File: config.mk
export PLATFORM = sky130hd
export DESIGN_NAME = mips_fetch
export DESIGN_NICKNAME = d
export VERILOG_FILES = /design/src/rtl/mips_fetch.sv
export SDC_FILE = /design/constraint.sdc
export NUM_CORES = 1
export LEC_CHECK = 0
export ABC_AREA = 1
export BUFFER_PORTS_ARGS = -buffer_cell sky130_fd_sc_hd__buf_4
export CAP_MARGIN = 20
export CORE_ASPECT_RATIO = 0.5
export CORE_MARGIN = 2
export CORE_UTILIZATION = 38
export CTS_CLUSTER_SIZE = 30
export DETAILED_ROUTE_END_ITERATION = 10
export PLACE_DENSITY = 0.73
export SLEW_MARGIN = 25
export SYNTH_ARGS = -nofsm -noshare
export SYNTH_HDL_FRONTEND = slang
export SYNTH_SLANG_ARGS = --single-unit
File: constraint.sdc
create_clock -name clock -period 4.3 [get_ports clock]
set_input_delay 0.43 -clock clock [delete_from_list [all_inputs] [get_ports clock]]
set_output_delay 0.43 -clock clock [all_outputs]
set_load 0.01 [all_outputs]
File: src/rtl/mips_fetch.sv
`default_nettype none
// ============================================================================
// Module   : mips_fetch
// Brief    : Instruction-fetch stage: PC, imem req/ack, valid/ready to decode,
//            redirect handling with stale-fetch squash and alignment trap.
// Revision : 1.0  initial release
// ============================================================================
module mips_fetch #(
    parameter logic [31:0] RESET_PC = 32'h00400000
) (
    input  logic        clock,
    input  logic        reset,
    output logic        imem_req,
    output logic [31:0] imem_addr,
    input  logic        imem_ack,
    input  logic [31:0] imem_rdata,
    output logic        inst_valid,
    output logic [31:0] inst,
    output logic [31:0] inst_pc,
    input  logic        inst_ready,
    input  logic        redirect,
    input  logic [31:0] redirect_pc,
    output logic        align_err
);

    typedef enum logic [1:0] {
        S_REQ   = 2'd0,
        S_HOLD  = 2'd1,
        S_DRAIN = 2'd2,
        S_ERR   = 2'd3
    } state_t;

    localparam logic [31:0] C_INST_BYTES = 32'd4;

    state_t      state_q, state_d;
    logic [31:0] pc_q, pc_d;
    logic [31:0] req_addr_q, req_addr_d;
    logic [31:0] inst_q, inst_d;
    logic [31:0] inst_pc_q, inst_pc_d;
    logic        align_err_q, align_err_d;

    logic        w_redir_ok;
    logic        w_redir_bad;

    assign w_redir_bad = redirect && (redirect_pc[1:0] != 2'b00);
    assign w_redir_ok  = redirect && (redirect_pc[1:0] == 2'b00);

    always_ff @(posedge clock) begin
        if (reset) begin
            state_q     <= S_REQ;
            pc_q        <= RESET_PC;
            req_addr_q  <= RESET_PC;
            inst_q      <= 32'd0;
            inst_pc_q   <= 32'd0;
            align_err_q <= 1'b0;
        end else begin
            state_q     <= state_d;
            pc_q        <= pc_d;
            req_addr_q  <= req_addr_d;
            inst_q      <= inst_d;
            inst_pc_q   <= inst_pc_d;
            align_err_q <= align_err_d;
        end
    end

    always_comb begin
        state_d     = state_q;
        pc_d        = pc_q;
        req_addr_d  = req_addr_q;
        inst_d      = inst_q;
        inst_pc_d   = inst_pc_q;
        align_err_d = align_err_q;

        case (state_q)
            S_REQ: begin
                if (w_redir_bad) begin
                    state_d     = S_ERR;
                    align_err_d = 1'b1;
                end else if (w_redir_ok && imem_ack) begin
                    // Returning word belongs to the squashed path; refetch at target.
                    req_addr_d = redirect_pc;
                    pc_d       = redirect_pc;
                end else if (w_redir_ok) begin
                    pc_d    = redirect_pc;
                    state_d = S_DRAIN;
                end else if (imem_ack) begin
                    inst_d    = imem_rdata;
                    inst_pc_d = req_addr_q;
                    pc_d      = req_addr_q + C_INST_BYTES;
                    state_d   = S_HOLD;
                end
            end
            S_HOLD: begin
                if (w_redir_bad) begin
                    state_d     = S_ERR;
                    align_err_d = 1'b1;
                end else if (w_redir_ok) begin
                    req_addr_d = redirect_pc;
                    pc_d       = redirect_pc;
                    state_d    = S_REQ;
                end else if (inst_ready) begin
                    req_addr_d = pc_q;
                    state_d    = S_REQ;
                end
            end
            S_DRAIN: begin
                // Old request must complete before the redirected fetch can issue.
                if (w_redir_bad) begin
                    state_d     = S_ERR;
                    align_err_d = 1'b1;
                end else begin
                    if (w_redir_ok) begin
                        pc_d = redirect_pc;
                    end
                    if (imem_ack) begin
                        req_addr_d = w_redir_ok ? redirect_pc : pc_q;
                        state_d    = S_REQ;
                    end
                end
            end
            S_ERR: begin
                state_d = S_ERR;
            end
            default: begin
                state_d = S_ERR;
            end
        endcase
    end

    assign imem_req   = (state_q == S_REQ) || (state_q == S_DRAIN);
    assign imem_addr  = req_addr_q;
    assign inst_valid = (state_q == S_HOLD);
    assign inst       = inst_q;
    assign inst_pc    = inst_pc_q;
    assign align_err  = align_err_q;

endmodule
`default_nettype wire

==> results of run 1 <==
[placed cells by master, fill, tap and decap left out, types with 2 or more instances in the layout]
cell type	Yosys	routed
sky130_fd_sc_hd__a211oi_1	4	4
sky130_fd_sc_hd__a21oi_1	67	67
sky130_fd_sc_hd__a221oi_1	2	2
sky130_fd_sc_hd__a31oi_1	27	27
sky130_fd_sc_hd__buf_4	5	177
sky130_fd_sc_hd__bufinv_16	0	3
sky130_fd_sc_hd__clkbuf_16	0	17
sky130_fd_sc_hd__clkinv_2	0	2
sky130_fd_sc_hd__clkinv_4	0	5
sky130_fd_sc_hd__dfxtp_1	131	131
sky130_fd_sc_hd__ha_1	6	6
sky130_fd_sc_hd__inv_1	56	56
sky130_fd_sc_hd__inv_2	8	8
sky130_fd_sc_hd__inv_6	0	3
sky130_fd_sc_hd__nand2_1	243	243
sky130_fd_sc_hd__nand2_2	6	6
sky130_fd_sc_hd__nand3_1	28	28
sky130_fd_sc_hd__nor2_1	144	144
sky130_fd_sc_hd__nor2_2	5	5
sky130_fd_sc_hd__nor2_4	6	6
sky130_fd_sc_hd__nor3_1	4	4
sky130_fd_sc_hd__o211ai_1	2	2
sky130_fd_sc_hd__o21ai_0	127	127
sky130_fd_sc_hd__o21ai_1	33	33
sky130_fd_sc_hd__o221a_2	2	2
sky130_fd_sc_hd__o221ai_1	2	2
sky130_fd_sc_hd__o31ai_1	2	2
[final cells by class]
type / instances / area [um^2]
well taps: 227 / 284
fillers: 1656 / 8070
inverters: 65 / 244
clock buffers: 18 / 429
flip-flops and latches: 131 / 2620
repair buffers: 177 / 1330
multi-input cells: 723 / 3360
clock inverters: 14 / 178
[layer usage]
metal  share of wire  routed length [um]  track usage
met1            0.45                9030        0.293
met2            0.45                9190        0.382
met3           0.086                1740       0.0587
met4           0.015                 311       0.0768
met5               0                   0            0
[cells by family (layout without fill, tap and decap cells)]
kind of cell	count (synthesis)	count (layout)	synth area share
AND/OR/NAND/NOR	442	442	0.278
flip-flops	131	131	0.405
XOR/XNOR	2	2	0.00270
adder cells (fa/ha/maj)	6	6	0.0116
buffers and inverters	122	274	0.0776
AO/OA/AOI/OAI	273	273	0.225
[report_power, final]
part           switching (mW)  internal (mW)  leakage (nW)  total [mW]
Sequential              0.421           1.62          1.08        2.04
Clock                   0.581          0.919         0.295        1.50
Combinational            1.55          0.920          2.46        2.47
Total                    2.55           3.46          3.83        6.01
[stage by stage]
step	setup WS [ns]	instances	util
floorplan	2.56	976	-
global placement	1.61	1323	0.475
detailed placement	1.48	1323	0.475
CTS	1.45	1355	0.511
global route	1.16	1355	0.511
finish	1.44	1355	0.511
[registers in the layout, summed over array words and instances (netlist names)]
name / cells
pc_q: 32
imem_addr: 32
state_q: 2
inst: 32
align_err: 1
inst_pc: 32
[how the worst max path moves through the flow]
| stage | cells past startpoint | from | endpoint |
|---|---|---|---|
| 2_1_floorplan | 9 | state_q[0] | pc_q[19] |
| 3_3_place_gp | 9 | state_q[0] | pc_q[25] |
| 3_5_place_dp | 9 | state_q[0] | pc_q[25] |
| 4_1_cts | 9 | state_q[0] | pc_q[25] |
| 5_1_grt | 9 | state_q[0] | pc_q[24] |
| 6_report | 9 | state_q[0] | pc_q[25] |
[worst max-delay path, stage by stage, from the launching register on]
cell                      delay, ns
sky130_fd_sc_hd__dfxtp_1       0.36
sky130_fd_sc_hd__inv_1         0.11
sky130_fd_sc_hd__ha_1          0.29
sky130_fd_sc_hd__buf_4         0.35
sky130_fd_sc_hd__inv_2         0.06
sky130_fd_sc_hd__a21oi_1       0.14
sky130_fd_sc_hd__nand2_1       0.31
sky130_fd_sc_hd__inv_2         0.72
sky130_fd_sc_hd__o221a_2       0.33
sky130_fd_sc_hd__a21oi_2       0.05
==> results.md, run 1 <==
- Result of the run: finished, final reports clean
- Setup-failing EPs final: 0
- Total number of vias: 7024
- Total power draw: 6.01 mW
- Fraction of post-synthesis cell area in the top cell type by area: 0.405
- Routed wire length: 20300 um
- Max Fanout on Critical Path: 52
- Most area-hungry cell type in the Yosys netlist: sky130_fd_sc_hd__dfxtp_1
- Setup crit start kind: flip-flop
- Highest clock frequency the design can meet: 350 MHz
- Clock buffers created by TritonCTS: 17
- Worst vdd rail ir drop: 0.361 mV
- Number of synthesis warnings: 0
- Post-synth EDFFs: 0
- Die extent in y: 96.3 um
- Worst slew pin tran: 0.837 ns
- Skew-Pair Late Insertion Delay: 0.42 ns
- Antenna cell count: 0
- Slew Viols, Final: 0
- Number of vias per cell after detailed routing: 5.18
- Buffers inserted during post-CTS setup optimization: 0
- Final period demand of the worst path: 2.86 ns
- Horiz. Die Dim: 189 um
- Post-Synthesis Mean Instance Area: 6.64 um^2
- Final hold violation count: 0
- Core area: 16500 um^2
- Final std cell area, no fill: 8450 um^2
- Dpl hpwl: 14000 um
- Leading post-synthesis cells by cell area: sky130_fd_sc_hd__dfxtp_1 40%, sky130_fd_sc_hd__nand2_1 14%, sky130_fd_sc_hd__o21ai_0 9.8%
- Share of cells above drive strength 1: 0.212
- WL per Instance: 15.0 um
- Length of the first detailed-routing pass in iterations: 5
- Yosys reg bits: 131
- Initial standard-cell utilization of the core: 0.392
- GRT Total Usage: 0.229
- Synth top cells by count: 243 x sky130_fd_sc_hd__nand2_1, 144 x sky130_fd_sc_hd__nor2_1, 131 x sky130_fd_sc_hd__dfxtp_1, 127 x sky130_fd_sc_hd__o21ai_0, 67 x sky130_fd_sc_hd__a21oi_1
- Violation count after the first detailed-routing iteration: 585
- Destination of the worst hold path: inst[1]
- Worst Reg-to-Reg Cells: 9
- Hold/Removal Path Class: in -> reg
- Final global-route overflow total: 0
- Pin count of the biggest net entering global routing: 88
- Hold Path Depth: 3
- Distinct cells, synth: 39
- Placement-stage cell area: 7840 um^2
- Number of global-route vias before repair: 6752
- Die Area: 18200 um^2
- Worst min-delay path startpoint: imem_rdata[1]
- Rel. slew slack: 0.442
- Hold bufs inserted after CTS: 0
- Number of max-cap violations: 0
- Area delta synth->final: 30.4%
- Final weighted congestion in routability-driven placement: 0.946
- Async set-or-reset flop fraction in the synthesized netlist: 0
- Top-Level Pins: 168
- Synthesized instance count: 976
- Post-CTS Resized: 0
- Number of nets in the layout: 1190
- Primary FF master, synth: sky130_fd_sc_hd__dfxtp_1
- Sequential area share after synthesis: 0.405
- H-tree depth reported by CTS: 4
- CTS tree: yes
- Count of input and output buffers: 167
- TNS Setup: 0 ns
- Crit share post-route: 0.665
- Hold_ws: 0.232 ns
- Clock-pin slew reported for the worst setup and hold paths after clock tree synthesis: 0.06 ns
- Flop2flop setup slack: 1.44 ns
- RSZ-0062 raised after global routing: no
- Remaining antenna violation count after routing: 0
- Wire length of the first global-routing pass: 33200 um
- Class of the most critical setup path: reg -> reg
- Cell area after technology mapping: 6480 um^2
- Number of remaining DRC errors: 0
- Kind of capture point of the worst setup path: flip-flop
- Maximum count of clock buffers along a single path: 2
- Startpoint of the worst-slack reg-to-reg timing path: state_q[0]
- Cell with the most instances after synthesis: sky130_fd_sc_hd__nand2_1
- Cell at the root of the clock tree: sky130_fd_sc_hd__clkbuf_16
- WP data arrival: 3.16 ns
- Number of antenna violations at the first check in global routing: 0
- Clock sink count: 131
- Static leakage: 3.83 nW
- Net count after synthesis: 1051
- Clk_skew: 0.0119 ns
- Critical R2R Capture: pc_q[25]
- Pwr dens: 712 nW/um^2
- Data required time of the critical path: 4.60 ns
- # rows: 33
Note: power is estimated with default switching activity, not from simulation.
==> inputs of run 2 (changes only) <==
--- a/config.mk
+++ b/config.mk
@@ -13,7 +13,7 @@
 export CORE_UTILIZATION = 38
 export CTS_CLUSTER_SIZE = 30
 export DETAILED_ROUTE_END_ITERATION = 10
-export PLACE_DENSITY = 0.73
+export PLACE_DENSITY = 0.75
 export SLEW_MARGIN = 25
 export SYNTH_ARGS = -nofsm -noshare
 export SYNTH_HDL_FRONTEND = slang
==> constraint.sdc (replaced) <==
create_clock -name clock -period 2.49 [get_ports clock]
set_input_delay 0.249 -clock clock [delete_from_list [all_inputs] [get_ports clock]]
set_output_delay 0.249 -clock clock [all_outputs]
set_load 0.01 [all_outputs]
==> results.md, run 2 (synthesized netlist as in run 1, its figures left out) <==
- Cell at the root of the clock tree: sky130_fd_sc_hd__clkbuf_16
- Core area: 16500 um^2 (unchanged)
- Skew-Pair Late Insertion Delay: 0.42 ns (about the same)
- Rel. slew slack: 0.475 (+0.0329)
- Length of the first detailed-routing pass in iterations: 5 (unchanged)
- CP cell instances: inv_1 > ha_1 > inv_2 > buf_4 > nor3_1 > o21ai_0 > o21ai_0 > o21ai_0 > a21oi_1
- Startpoint of the worst-slack reg-to-reg timing path: state_q[0]
- Total number of vias: 7098 (+1.1%)
- Last element of the critical path: state_q[1]
- WL per Instance: 15.1 um (+0.80%)
- Crit share post-route: 0.853 (+0.188)
- Area delta synth->final: 31.3%
- Horiz. Die Dim: 189 um (unchanged)
- Initial standard-cell utilization of the core: 0.392 (unchanged)
- Static leakage: 3.86 nW (+0.63%)
- Max Fanout on Critical Path: 53 (+1.9%)
- Final weighted congestion in routability-driven placement: 0.953 (+0.73%)
- Worst path slowest cell: sky130_fd_sc_hd__buf_4
- Pin count of the biggest net entering global routing: 88 (unchanged)
- Crit path depth: 9 (unchanged)
- Pwr dens: 1240 nW/um^2 (+74%)
- Maximum count of clock buffers along a single path: 2 (unchanged)
- Hold_ws: 0.0525 ns (-0.180 ns)
- Hold/Removal Path Class: in -> reg
- Setup-failing EPs final: 0 (unchanged)
- Die Area: 18200 um^2 (unchanged)
- Slew Viols, Final: 0 (unchanged)
- Library cell appearing most often on the critical path: sky130_fd_sc_hd__o21ai_0
- Worst vdd rail ir drop: 0.563 mV (+56%)
- Number of antenna violations at the first check in global routing: 1 (+1)
- Worst Reg-to-Reg Cells: 9 (unchanged)
- Total power draw: 10.5 mW (+75%)
- Worst slew pin tran: 0.787 ns (-0.0494 ns)
- Hold bufs inserted after CTS: 0 (unchanged)
- Violation count after the first detailed-routing iteration: 716 (+22%)
- Delay of the slowest critical-path stage: 0.49 ns (-0.23 ns)
- Top-Level Pins: 168 (unchanged)
- Critical R2R Capture: state_q[1]
- Number of max-cap violations: 0 (unchanged)
- CP top delay family: buffers and inverters
- Critical Path Start: state_q[0]
- Number of global-route vias before repair: 6531 (-3.3%)
- RSZ-0062 raised after global routing: no
- Highest clock frequency the design can meet: 471 MHz (+35%)
- Clock-pin slew reported for the worst setup and hold paths after clock tree synthesis: 0.06 ns (about the same)
- H-tree depth reported by CTS: 4 (unchanged)
- Setup crit start kind: flip-flop
- Clk_skew: 0.0127 ns (+0.000805 ns)
- Final hold violation count: 0 (unchanged)
- Class of the most critical setup path: reg -> reg
- Dpl hpwl: 14100 um (+1.1%)
- Clock buffers created by TritonCTS: 17 (unchanged)
- Area of the multi-input gates: 3360 um^2 (unchanged)
- Flop2flop setup slack: 0.37 ns (-1.07 ns)
- Count of input and output buffers: 167 (unchanged)
- Most used cells in the layout excluding fill and tap cells: 243 x sky130_fd_sc_hd__nand2_1, 179 x sky130_fd_sc_hd__buf_4, 144 x sky130_fd_sc_hd__nor2_1, 131 x sky130_fd_sc_hd__dfxtp_1, 127 x sky130_fd_sc_hd__o21ai_0
- Final global-route overflow total: 0 (unchanged)
- Routed wire length: 20500 um (+1.2%)
- Wire length of the first global-routing pass: 32200 um (-3.1%)
- Most common cell after layout, fill and taps aside: sky130_fd_sc_hd__nand2_1
- Number of nets in the layout: 1194 (+0.34%)
- Kind of capture point of the worst setup path: flip-flop
- GRT Total Usage: 0.223 (-0.00580)
- Number of remaining DRC errors: 0 (unchanged)
- Data required time of the critical path: 2.79 ns (-1.81 ns)
- CTS tree: yes
- WP data arrival: 2.42 ns (-0.74 ns)
- Die extent in y: 96.3 um (unchanged)
- Clock sink count: 131 (unchanged)
- Result of the run: finished, final reports clean
- Buffers inserted during post-CTS setup optimization: 0 (unchanged)
- Number of fill cells: 1605 (-3.1%)
- Area taken by flip-flops and latches: 2620 um^2 (unchanged)
- Final period demand of the worst path: 2.12 ns (-0.735 ns)
- # rows: 33 (unchanged)
- Buf+Inv Stages, Crit Path: 3 (-1)
- Post-CTS Resized: 0 (unchanged)
- Share of cells above drive strength 1: 0.215 (+0.00278)
- Number of vias per cell after detailed routing: 5.22 (+0.68%)
- Remaining antenna violation count after routing: 0 (unchanged)
- TNS Setup: 0 ns (unchanged)
-- run 2: final cells by class --
cell class              instances  share of cell area
well taps                     227              0.0334
multi-input cells             723               0.395
repair buffers                181               0.163
clock inverters                14              0.0212
flip-flops and latches        131               0.308
diodes                          1            0.000294
clock buffers                  18              0.0505
inverters                      65              0.0287
-- run 2: worst min-delay path: stages --
cell and delay [ns]:
sky130_fd_sc_hd__buf_4 0.08, sky130_fd_sc_hd__nor2_1 0.03, sky130_fd_sc_hd__nor2_1 0.08
-- run 2: metal layers --
layer | global-route usage | routed length [um] | vias up
met5 | 0 | 0 | -
met4 | 0.0632 | 199 | 0
met3 | 0.0623 | 1820 | 21
met2 | 0.371 | 9220 | 307
met1 | 0.287 | 9260 | 3267
li1 | - | - | 3503
-- run 2: worst min path at each step --
stage	to	depth (start not counted)	startpoint
5_1_grt	inst[5]	3	imem_rdata[5]
4_1_cts	inst[5]	3	imem_rdata[5]
6_report	inst[31]	3	imem_rdata[31]
3_3_place_gp	pc_q[3]	2	pc_q[3]
3_5_place_dp	align_err	1	align_err
2_1_floorplan	imem_addr[16]	1	reset
-- run 2: where the power goes --
| part | switching [mW] | internal, mW |
|---|---|---|
| combinational | 2.75 | 1.68 |
| sequential | 0.714 | 2.80 |
| clock | 1.01 | 1.59 |
| total | 4.47 | 6.07 |
-- run 2: per-stage QoR --
| stage | area, um^2 | setup WS [ns] | util | instances |
|---|---|---|---|---|
| after floorplan | 6480 | 0.750 | - | 976 |
| after CTS | 8500 | 0.385 | 0.515 | 1359 |
| after detailed placement | 7890 | 0.404 | 0.478 | 1327 |
| final | 8510 | 0.366 | 0.515 | 1360 |
| after global placement | 7890 | 0.470 | 0.478 | 1327 |
| after global routing | 8500 | 0.175 | 0.515 | 1359 |
==> inputs of run 3 (changes only) <==
--- a/config.mk
+++ b/config.mk
@@ -5,7 +5,6 @@
 export SDC_FILE = /design/constraint.sdc
 export NUM_CORES = 1
 export LEC_CHECK = 0
-export ABC_AREA = 1
 export BUFFER_PORTS_ARGS = -buffer_cell sky130_fd_sc_hd__buf_4
 export CAP_MARGIN = 20
 export CORE_ASPECT_RATIO = 0.5
@@ -13,7 +12,7 @@
 export CORE_UTILIZATION = 38
 export CTS_CLUSTER_SIZE = 30
 export DETAILED_ROUTE_END_ITERATION = 10
-export PLACE_DENSITY = 0.75
+export PLACE_DENSITY = 0.74
 export SLEW_MARGIN = 25
 export SYNTH_ARGS = -nofsm -noshare
 export SYNTH_HDL_FRONTEND = slang
==> results.md, run 3 <==
- Yosys reg bits: 131 (unchanged)
- Horiz. Die Dim: 181 um (-4.0%)
- Fraction of post-synthesis cell area in the top cell type by area: 0.440 (+0.0356)
- Pwr dens: 1050 nW/um^2 (-16%)
- Primary FF master, synth: sky130_fd_sc_hd__dfxtp_1
- Post-Synthesis Mean Instance Area: 7.69 um^2 (+16%)
- Number of remaining DRC errors: 0 (unchanged)
- # rows: 32 (-3.0%)
- Class of the most critical setup path: reg -> reg
- Highest clock frequency the design can meet: 438 MHz (-7.0%)
- Top-Level Pins: 168 (unchanged)
- Buffers inserted during post-CTS setup optimization: 0 (unchanged)
- Final global-route overflow total: 0 (unchanged)
- Async set-or-reset flop fraction in the synthesized netlist: 0 (unchanged)
- Final worst-path setup slack: 0.205 ns (-0.161 ns)
- Delay of the slowest critical-path stage: 0.38 ns (-0.11 ns)
- Number of nets in the layout: 1005 (-16%)
- Core area: 15400 um^2 (-6.9%)
- Hold_ws: 0.0781 ns (+0.0256 ns)
- Final hold violation count: 0 (unchanged)
- Sequential area share after synthesis: 0.440 (+0.0356)
- Cell with the most instances after synthesis: sky130_fd_sc_hd__nand2_1
- Number of global-route vias before repair: 5701 (-13%)
- Antenna cell count: 0 (-1)
- Slew Viols, Final: 0 (unchanged)
- Clock buffers created by TritonCTS: 17 (unchanged)
- Clock-pin slew reported for the worst setup and hold paths after clock tree synthesis: 0.06 ns (about the same)
- Most common cell after layout, fill and taps aside: sky130_fd_sc_hd__nand2_1
- Worst path slowest cell: sky130_fd_sc_hd__dfxtp_1
- Result of the run: finished, final reports clean
- Worst setup timing slack at the placement stage: 0.343 ns (-0.0608 ns)
- Most used cells in the layout excluding fill and tap cells: 207 x sky130_fd_sc_hd__nand2_1, 200 x sky130_fd_sc_hd__buf_4, 131 x sky130_fd_sc_hd__dfxtp_1, 82 x sky130_fd_sc_hd__a21oi_1, 67 x sky130_fd_sc_hd__nor2_1
- Hold bufs inserted after CTS: 0 (unchanged)
- Net count after synthesis: 849 (-19%)
- Length of the first detailed-routing pass in iterations: 6 (+1)
- Clock sink count: 131 (unchanged)
- GRT Total Usage: 0.217 (-0.00682)
- Number of vias per cell after detailed routing: 5.44 (+4.3%)
- WP data arrival: 2.57 ns (+0.15 ns)
- Maximum count of clock buffers along a single path: 2 (unchanged)
- Max Fanout on Critical Path: 30 (-43%)
- Die extent in y: 92.5 um (-4.0%)
- Distinct cells, synth: 52 (+33%)
- Clk_skew: 0.00840 ns (-0.00426 ns)
- TNS Setup: 0 ns (unchanged)
- Post-CTS Resized: 0 (unchanged)
- Setup crit start kind: flip-flop
- Synthesized instance count: 774 (-21%)
- H-tree depth reported by CTS: 4 (unchanged)
- Most area-hungry cell type in the Yosys netlist: sky130_fd_sc_hd__dfxtp_1
- Area delta synth->final: 36.1%
- Skew-Pair Late Insertion Delay: 0.41 ns (about the same)
- Total number of vias: 6244 (-12%)
- Synth top cells by count: 207 x sky130_fd_sc_hd__nand2_1, 131 x sky130_fd_sc_hd__dfxtp_1, 82 x sky130_fd_sc_hd__a21oi_1, 68 x sky130_fd_sc_hd__nor2_1, 46 x sky130_fd_sc_hd__clkbuf_1
- Cell area after technology mapping: 5950 um^2 (-8.1%)
- Final weighted congestion in routability-driven placement: 0.874 (-8.3%)
- Dpl hpwl: 12900 um (-8.9%)
- WL per Instance: 16.1 um (+6.7%)
- Final period demand of the worst path: 2.29 ns (+0.161 ns)
- Data required time of the critical path: 2.78 ns (about the same)
- Worst slew pin tran: 0.663 ns (-0.124 ns)
- Worst vdd rail ir drop: 0.596 mV (+5.8%)
- Number of max-cap violations: 0 (unchanged)
- Die Area: 16700 um^2 (-7.8%)
- Share of cells above drive strength 1: 0.253 (+0.0388)
- Routed wire length: 18400 um (-10%)
- Crit share post-route: 0.918 (+0.0646)
- Remaining antenna violation count after routing: 0 (unchanged)
- Total power draw: 8.48 mW (-20%)
- Cell at the root of the clock tree: sky130_fd_sc_hd__clkbuf_16
- Pin count of the biggest net entering global routing: 67 (-24%)
- Number of fill cells: 1436 (-11%)
- Rel. slew slack: 0.558 (+0.0828)
- CTS tree: yes
- Wire length of the first global-routing pass: 29100 um (-9.8%)
- Setup-failing EPs final: 0 (unchanged)
- Count of input and output buffers: 167 (unchanged)
- Buf+Inv Stages, Crit Path: 2 (-1)
- Initial standard-cell utilization of the core: 0.387 (-0.00498)
- CP cell instances: inv_1 > ha_1 > nand2b_1 > a22oi_1 > a211oi_4 > buf_4 > nor2_1 > a311oi_1
- Static leakage: 3.21 nW (-17%)
- Hold/Removal Path Class: in -> reg
- Kind of capture point of the worst setup path: flip-flop
- Post-synth EDFFs: 0 (unchanged)
- Violation count after the first detailed-routing iteration: 421 (-41%)
- Leading post-synthesis cells by cell area: sky130_fd_sc_hd__dfxtp_1 44%, sky130_fd_sc_hd__nand2_1 13%, sky130_fd_sc_hd__a21oi_1 6.9%
- CP top delay family: compound AO/OA/AOI/OAI gates
- Number of synthesis warnings: 0 (unchanged)
- Number of antenna violations at the first check in global routing: 0 (-1)
- RSZ-0062 raised after global routing: no
## run 3: report_power, final
group,total [mW],leakage [nW],internal (mW),switching [mW]
Combinational,2.98,1.85,1.28,1.70
Clock,2.57,0.287,1.59,0.986
Sequential,2.93,1.07,2.50,0.433
Total,8.48,3.21,5.36,3.12
## run 3: kinds of logic after synthesis
| logic type | after synthesis | share of synthesized area |
|---|---|---|
| AND/OR/NAND/NOR | 349 | 0.254 |
| AO/OA/AOI/OAI | 193 | 0.213 |
| flip-flops | 131 | 0.440 |
| buffers and inverters | 73 | 0.0481 |
| XOR/XNOR | 21 | 0.0309 |
| adder cells (fa/ha/maj) | 6 | 0.0126 |
| multiplexers | 1 | 0.00168 |
## run 3: final cells by class
class / instances / area [um^2] / area share
tap: 204 / 255 / 0.0315
clock buffer: 18 / 429 / 0.0529
sequential: 131 / 2620 / 0.324
inverter: 8 / 30.0 / 0.00370
timing repair buffer: 202 / 1540 / 0.190
multi-input combinational: 570 / 3050 / 0.376
clock inverter: 14 / 179 / 0.0221
## run 3: worst min-delay path: cells and delay by family
family / cells / cell delay, ns
buffers and inverters: 1 / 0.11
AOI/OAI and AO/OA: 1 / 0.05
and+or+nand+nor: 1 / 0.04
## run 3: routing by layer
layer | track usage | wire [um]
met2 | 0.365 | 8770
met3 | 0.0358 | 1300
met5 | 0 | 0
met4 | 0.0874 | 316
met1 | 0.279 | 8050
## run 3: through the flow
step / cell area [um^2] / util / cells
4_1_cts: 8110 / 0.527 / 1147
2_1_floorplan: 5950 / - / 774
6_report: 8110 / 0.527 / 1147
3_5_place_dp: 7500 / 0.488 / 1115
3_3_place_gp: 7500 / 0.488 / 1115
5_1_grt: 8110 / 0.527 / 1147
## run 3: final timing paths
| check | start | endpoint | slack (ns) | cells past startpoint |
|---|---|---|---|---|
| max | state_q[0] | imem_addr[30] | 0.20 | 8 |
| min | imem_rdata[0] | inst[0] | 0.08 | 3 |
| max reg2reg | state_q[0] | imem_addr[30] | 0.20 | 8 |
| min reg2reg | inst_pc[20] | inst_pc[20] | 0.45 | 2 |
